## src/rtl/text_pkg.sv

```systemverilog
// Shared definitions for the text-mode cursor writer: screen geometry,
// control codes and the writer state encoding.
package text_pkg;

  localparam int DEFAULT_COLS = 80;
  localparam int DEFAULT_ROWS = 30;
  localparam int CELLS        = DEFAULT_ROWS * DEFAULT_COLS;
  localparam int ADDR_W       = 12;
  localparam int COL_W        = 7;
  localparam int ROW_W        = 5;

  localparam logic [7:0] CR       = 8'h0D;
  localparam logic [7:0] LF       = 8'h0A;
  localparam logic [7:0] BS       = 8'h08;
  localparam logic [7:0] FF       = 8'h0C;
  localparam logic [7:0] SPACE    = 8'h20;
  localparam logic [7:0] PRINT_LO = 8'h20;
  localparam logic [7:0] PRINT_HI = 8'h7E;

  typedef enum logic [1:0] {
    CLEAR_ALL = 2'd0,
    IDLE      = 2'd1,
    CLEAR_ROW = 2'd2
  } state_t;

  // True for bytes that are drawn as glyphs rather than interpreted.
  function automatic logic is_printable(input logic [7:0] b);
    return (b >= PRINT_LO) && (b <= PRINT_HI);
  endfunction

endpackage

```

## src/rtl/text_clear_sweep.sv

```systemverilog
// Address generator for the clear sweeps: walks from a start address for a
// given number of cells, one address per step. Comes out of reset already
// loaded with a full-screen sweep so the power-up clear needs no start pulse.
module text_clear_sweep
  import text_pkg::*;
#(
  parameter int RESET_LEN = CELLS
) (
  input  logic              Clk,
  input  logic              Rst_n,
  input  logic              start,
  input  logic [ADDR_W-1:0] start_addr,
  input  logic [ADDR_W-1:0] length,
  input  logic              step,
  output logic [ADDR_W-1:0] addr,
  output logic              done
);

  logic [ADDR_W-1:0] addr_reg;
  logic [ADDR_W-1:0] remain_reg;

  // Load a new sweep on start, otherwise advance while cells remain.
  always_ff @(posedge Clk or negedge Rst_n) begin
    if (!Rst_n) begin
      addr_reg   <= '0;
      remain_reg <= ADDR_W'(RESET_LEN);
    end else if (start) begin
      addr_reg   <= start_addr;
      remain_reg <= length;
    end else if (step && (remain_reg != '0)) begin
      addr_reg   <= addr_reg + ADDR_W'(1);
      remain_reg <= remain_reg - ADDR_W'(1);
    end
  end

  assign addr = addr_reg;
  assign done = (remain_reg == '0);

endmodule

```

## src/rtl/text_cursor_writer.sv

```systemverilog
// Turns a stream of received ASCII bytes into text-RAM writes with a
// cursor: printables are drawn and advance the cursor, CR/LF/BS/FF move it,
// and row advances or form feeds blank the affected cells with spaces.
module text_cursor_writer
  import text_pkg::*;
#(
  parameter int COLS = DEFAULT_COLS,
  parameter int ROWS = DEFAULT_ROWS
) (
  input  logic              Clk,
  input  logic              Rst_n,
  input  logic [7:0]        rx_data,
  input  logic              rx_valid,
  output logic              rx_ready,
  output logic              wr_en,
  output logic [ADDR_W-1:0] wr_addr,
  output logic [7:0]        wr_data,
  output logic [COL_W-1:0]  cursor_col,
  output logic [ROW_W-1:0]  cursor_row,
  output logic              busy
);

  localparam logic [ADDR_W-1:0] NUM_CELLS = ADDR_W'(ROWS * COLS);
  localparam logic [ADDR_W-1:0] ROW_LEN   = ADDR_W'(COLS);
  localparam logic [COL_W-1:0]  LAST_COL  = COL_W'(COLS - 1);
  localparam logic [ROW_W-1:0]  LAST_ROW  = ROW_W'(ROWS - 1);

  state_t            state_reg;
  logic [COL_W-1:0]  col_reg;
  logic [ROW_W-1:0]  row_reg;
  logic              wr_en_reg;
  logic [ADDR_W-1:0] wr_addr_reg;
  logic [7:0]        wr_data_reg;

  logic              accept;
  logic [ADDR_W-1:0] cur_addr;
  logic [ROW_W-1:0]  row_adv;
  logic              sweep_start;
  logic [ADDR_W-1:0] sweep_base;
  logic [ADDR_W-1:0] sweep_len;
  logic [ADDR_W-1:0] sweep_addr;
  logic              sweep_done;

  assign rx_ready = (state_reg == IDLE);
  assign busy     = (state_reg != IDLE);
  assign accept   = rx_valid && rx_ready;
  assign cur_addr = ADDR_W'(row_reg) * ROW_LEN + ADDR_W'(col_reg);
  assign row_adv  = (row_reg == LAST_ROW) ? '0 : row_reg + ROW_W'(1);

  // Decide whether the accepted byte launches a new clear sweep and where.
  always_comb begin
    sweep_start = 1'b0;
    sweep_base  = '0;
    sweep_len   = ROW_LEN;
    if (accept) begin
      if (rx_data == FF) begin
        sweep_start = 1'b1;
        sweep_len   = NUM_CELLS;
      end else if ((rx_data == LF) ||
                   (is_printable(rx_data) && (col_reg == LAST_COL))) begin
        sweep_start = 1'b1;
        sweep_base  = ADDR_W'(row_adv) * ROW_LEN;
      end
    end
  end

  text_clear_sweep #(
    .RESET_LEN (ROWS * COLS)
  ) u_sweep (
    .Clk        (Clk),
    .Rst_n      (Rst_n),
    .start      (sweep_start),
    .start_addr (sweep_base),
    .length     (sweep_len),
    .step       (busy),
    .addr       (sweep_addr),
    .done       (sweep_done)
  );

  // Cursor, state and registered write port; the write and the cursor move
  // land on the same edge so the two are always consistent.
  always_ff @(posedge Clk or negedge Rst_n) begin
    if (!Rst_n) begin
      state_reg   <= CLEAR_ALL;
      col_reg     <= '0;
      row_reg     <= '0;
      wr_en_reg   <= 1'b0;
      wr_addr_reg <= '0;
      wr_data_reg <= SPACE;
    end else begin
      wr_en_reg <= 1'b0;
      case (state_reg)
        IDLE: begin
          if (accept) begin
            if (is_printable(rx_data)) begin
              wr_en_reg   <= 1'b1;
              wr_addr_reg <= cur_addr;
              wr_data_reg <= rx_data;
              if (col_reg == LAST_COL) begin
                col_reg   <= '0;
                row_reg   <= row_adv;
                state_reg <= CLEAR_ROW;
              end else begin
                col_reg <= col_reg + COL_W'(1);
              end
            end else begin
              case (rx_data)
                CR: col_reg <= '0;
                LF: begin
                  col_reg   <= '0;
                  row_reg   <= row_adv;
                  state_reg <= CLEAR_ROW;
                end
                BS: begin
                  if (col_reg != '0) begin
                    col_reg     <= col_reg - COL_W'(1);
                    wr_en_reg   <= 1'b1;
                    wr_addr_reg <= cur_addr - ADDR_W'(1);
                    wr_data_reg <= SPACE;
                  end
                end
                FF: begin
                  col_reg   <= '0;
                  row_reg   <= '0;
                  state_reg <= CLEAR_ALL;
                end
                default: ;
              endcase
            end
          end
        end
        default: begin
          // Both clear states: emit one blank per cycle until the sweep ends.
          if (sweep_done) begin
            state_reg <= IDLE;
          end else begin
            wr_en_reg   <= 1'b1;
            wr_addr_reg <= sweep_addr;
            wr_data_reg <= SPACE;
          end
        end
      endcase
    end
  end

  assign wr_en      = wr_en_reg;
  assign wr_addr    = wr_addr_reg;
  assign wr_data    = wr_data_reg;
  assign cursor_col = col_reg;
  assign cursor_row = row_reg;

endmodule

```

## config.mk

```make
export PLATFORM = sky130hd
export DESIGN_NAME = text_cursor_writer
export DESIGN_NICKNAME = d
export VERILOG_FILES = /design/src/rtl/text_pkg.sv /design/src/rtl/text_clear_sweep.sv /design/src/rtl/text_cursor_writer.sv
export SDC_FILE = /design/constraint.sdc
export NUM_CORES = 1
export LEC_CHECK = 0
export ABC_AREA = 1
export BUFFER_PORTS_ARGS = -buffer_cell sky130_fd_sc_hd__buf_4
export CAP_MARGIN = 20
export CELL_PAD_IN_SITES_DETAIL_PLACEMENT = 1
export CELL_PAD_IN_SITES_GLOBAL_PLACEMENT = 1
export CORE_UTILIZATION = 45
export DETAILED_ROUTE_END_ITERATION = 16
export MAX_ROUTING_LAYER = met4
export PLACE_DENSITY_LB_ADDON = 0.1
export SKIP_LAST_GASP = 1
export SLEW_MARGIN = 20
export SYNTH_ARGS = -nofsm -noshare
export SYNTH_HDL_FRONTEND = slang
export SYNTH_HIERARCHICAL = 1
export SYNTH_SLANG_ARGS = --single-unit
```

## constraint.sdc

```tcl
create_clock -name Clk -period 7.5 [get_ports Clk]
set_input_delay 0.75 -clock Clk [delete_from_list [all_inputs] [get_ports Clk]]
set_output_delay 0.75 -clock Clk [all_outputs]
set_load 0.02 [all_outputs]
```

==> metrics.md <==
| Metric | Value |
|---|---|
| H-tree depth | `3` |
| Net switching power | `0.168 mW` |
| Core footprint | `9820 um^2` |
| Largest net degree at the start of global routing | `60` |
| Synth Register Bits | `59` |
| Min cycle time layout | `3.52 ns` |
| Die H | `103 um` |
| Post-cts sizing count | `0` |
| Post-Syn Area | `4580 um^2` |
| Mux contribution to synthesized area | `0` |
| Cell-by-cell listing of the critical path | `ha_1, nand2_4, nor2_4, inv_1, nor2_1, o211ai_2, nand2_4, inv_1, nand2_2, nand2_1, o21ai_2` |
| Skew final | `0.0141 ns` |
| Via count | `4519` |
| Worst Path Required | `7.73 ns` |
| Sink Count | `59` |
| Top cells by count, synth | `nand2_1 (210), nand3_1 (92), nor2_1 (72)` |
| Most instantiated library cell after synthesis | `nand2_1` |
| Routed Antenna Nets | `0` |
| DR vias/cell | `5.25` |
| Seq/Total Area, Yosys | `0.324` |
| Crit-path max FO | `37` |
| Adder-cell share of the synthesized area | `0.0786` |
| Synth unique cells | `37` |
| Endpoints failing setup | `0` |
| Worst Setup End Kind | `flip-flop` |
| Worst reg2reg path startpoint | `cursor_col[0]` |
| R2R cell count | `11` |
| Critical path endpoint | `u_sweep/addr[8]` |
| Starting Density | `0.467` |
| Num CTS Buffers | `9` |
| Final Slew Violations | `0` |
| Combinational family with the most area after synthesis | `simple AND/OR/NAND/NOR gates` |
| # hold bufs at CTS | `0` |
| Die Footprint | `10600 um^2` |
| Share of cells above drive strength 1 | `0.135` |
| Synth Area in XOR/XNOR | `0.0440` |
| Crit path DAT | `3.75 ns` |
| Worst slew margin | `0.344` |
| # nets final | `760` |
| Clock share of power | `0.471` |
| Setup TNS | `0 ns` |
| Critical path type | `flip-flop to flip-flop` |
| Clk slew on worst S/H paths | `0.08 ns` |
| Max incr delay on CP | `0.84 ns` |
| Syn-to-layout area delta | `13.4%` |
| Slew @ Worst Pin | `0.983 ns` |
| Synth area leader | `dfrtp_1` |
| Worst hold path class | `input pin to async pin` |
| Site Rows | `36` |
| CTS tree | `done` |
| Max-capacitance violation count | `0` |
| Final period utilization | `0.470` |
| Yosys warns | `6` |
| Mapped Cells | `674` |
| Synth top area share | `0.295` |
| Synth Area in Simple Gates | `0.387` |
| Postcts setup bufs | `0` |
| Die width | `103 um` |
| Number of synthesized flops with an enable pin | `0` |
| Hpwl dp | `10000 um` |
| Main synth FF type | `dfrtp_1` |
| Drt wl/cell | `15.4 um` |
| Initial antenna violation count | `0` |
| Crit path depth | `11` |
| CTS root buffer | `clkbuf_8` |
| Combinational Power Share | `0.038` |
| Peak supply drop | `0.0000982 V` |
| Status | `finished clean` |
| DP Cell Count | `844` |
| Diode count | `0` |
| Final wirelength | `13300 um` |
| CP delay by family, top | `simple AND/OR/NAND/NOR gates` |
| Worst reg2reg endpoint | `u_sweep/addr[8]` |
| I/O pin cnt | `46` |
| Pwr Density | `125 nW/um^2` |
| Final-report hold violation count | `0` |
| DRC | `0` |
| Fin Hold WS | `0.467 ns` |
| Vias in the first global route | `4624` |
| Routability Congestion | `0.875` |
| Grt ovf | `0` |
| Asr flop ratio synth | `1.00` |
| RSZ-0062 raised after global routing | `false` |
| Number of buffers added on ports | `45` |
| Slowest-stage cell, CP | `inv_1` |
| Crit path from | `cursor_col[0]` |
| CP Buf/Inv Count | `2` |
| CP Launch Type | `flip-flop` |
| Sw frac | `0.259` |
| Flop2flop setup slack | `3.98 ns` |
| Post-layout util | `0.529` |
| Initial detailed-routing violation count | `118` |
| Clk_lat worst skew | `0.35 ns` |
| GR Util All Layers | `0.278` |
| Internal Power | `0.480 mW` |
| Average size of a mapped cell | `6.80 um^2` |
| Leak | `2.71 nW` |
| First-pass iteration count of the detailed router | `4` |
| Dominant cells by area after synthesis | `dfrtp_1 (29%), nand2_1 (17%), nand3_1 (10%), ha_1 (6.6%), nor2_1 (5.9%)` |
| First-pass GRT wire length | `22000 um` |
| Fmax | `284 MHz` |
| Compound-cell area share of the yosys netlist | `0.0751` |
| Seq pwr share | `0.491` |
| Layout Cells excl Fill | `860` |
| CTS max path bufs | `2` |
==> power by group through the flow <==
stage	combinational (mW)	sequential (mW)	clock, mW
floorplan	0.00993	0.324	0
global placement	0.0237	0.324	0
detailed placement	0.0247	0.324	0
CTS	0.0248	0.318	0.313
global route	0.0279	0.318	0.324
finish	0.0244	0.318	0.305
==> metal layers <==
metal	track usage	wire, um
met5	-	0
met4	0.104	268
met3	0.0305	321
met2	0.468	6500
met1	0.343	6180
==> metrics by stage <==
step	total power, mW	setup WS (ns)	instance area, um^2
2_1_floorplan	0.334	4.91	4620
3_3_place_gp	0.348	3.91	5000
3_5_place_dp	0.349	3.75	5000
4_1_cts	0.656	3.96	5200
5_1_grt	0.670	3.72	5200
6_report	0.647	3.98	5200
==> area by class of cell <==
class,count,area (um^2)
clock buffers,9,124
clock inverters,7,76.3
fillers,1347,4620
inverters,74,278
multi-input cells,532,2730
flip-flops and latches,59,1480
well taps,133,166
repair buffers,46,345
==> how the worst min path moves through the flow <==
| stage | to | slack [ns] | cells past startpoint |
|---|---|---|---|
| 2_1_floorplan | cursor_col[0] | 0.45 | 0 |
| 3_3_place_gp | wr_addr[10] | 0.46 | 2 |
| 3_5_place_dp | wr_addr[9] | 0.47 | 2 |
| 4_1_cts | wr_addr[10] | 0.49 | 2 |
| 5_1_grt | wr_data[4] | 0.52 | 2 |
| 6_report | cursor_col[6] | 0.47 | 1 |
==> placed cells by master (no fill, tap or decap), types with 6 or more instances in the layout <==
| master | synthesis | layout |
|---|---|---|
| conb_1 | 2 | 12 |
| buf_4 | 5 | 46 |
| dfrtp_1 | 54 | 54 |
| nand2_1 | 210 | 210 |
| clkbuf_8 | 0 | 9 |
| a21oi_1 | 12 | 12 |
| nor2_2 | 6 | 6 |
| ha_1 | 24 | 24 |
| nor3_1 | 6 | 6 |
| o21ai_1 | 6 | 6 |
| xor2_1 | 17 | 17 |
| o21ai_0 | 32 | 32 |
| nand3_1 | 92 | 92 |
| nor2_1 | 72 | 72 |
| inv_1 | 70 | 70 |
| xnor2_1 | 6 | 6 |
==> cell families after synthesis <==
| family | Yosys count |
|---|---|
| AO/OA/AOI/OAI | 62 |
| adder cells (fa/ha/maj) | 27 |
| flip-flops | 59 |
| AND/OR/NAND/NOR | 408 |
| other | 2 |
| buffers and inverters | 93 |
| XOR/XNOR | 23 |
No activity file was read; power rests on OpenSTA's default activity.
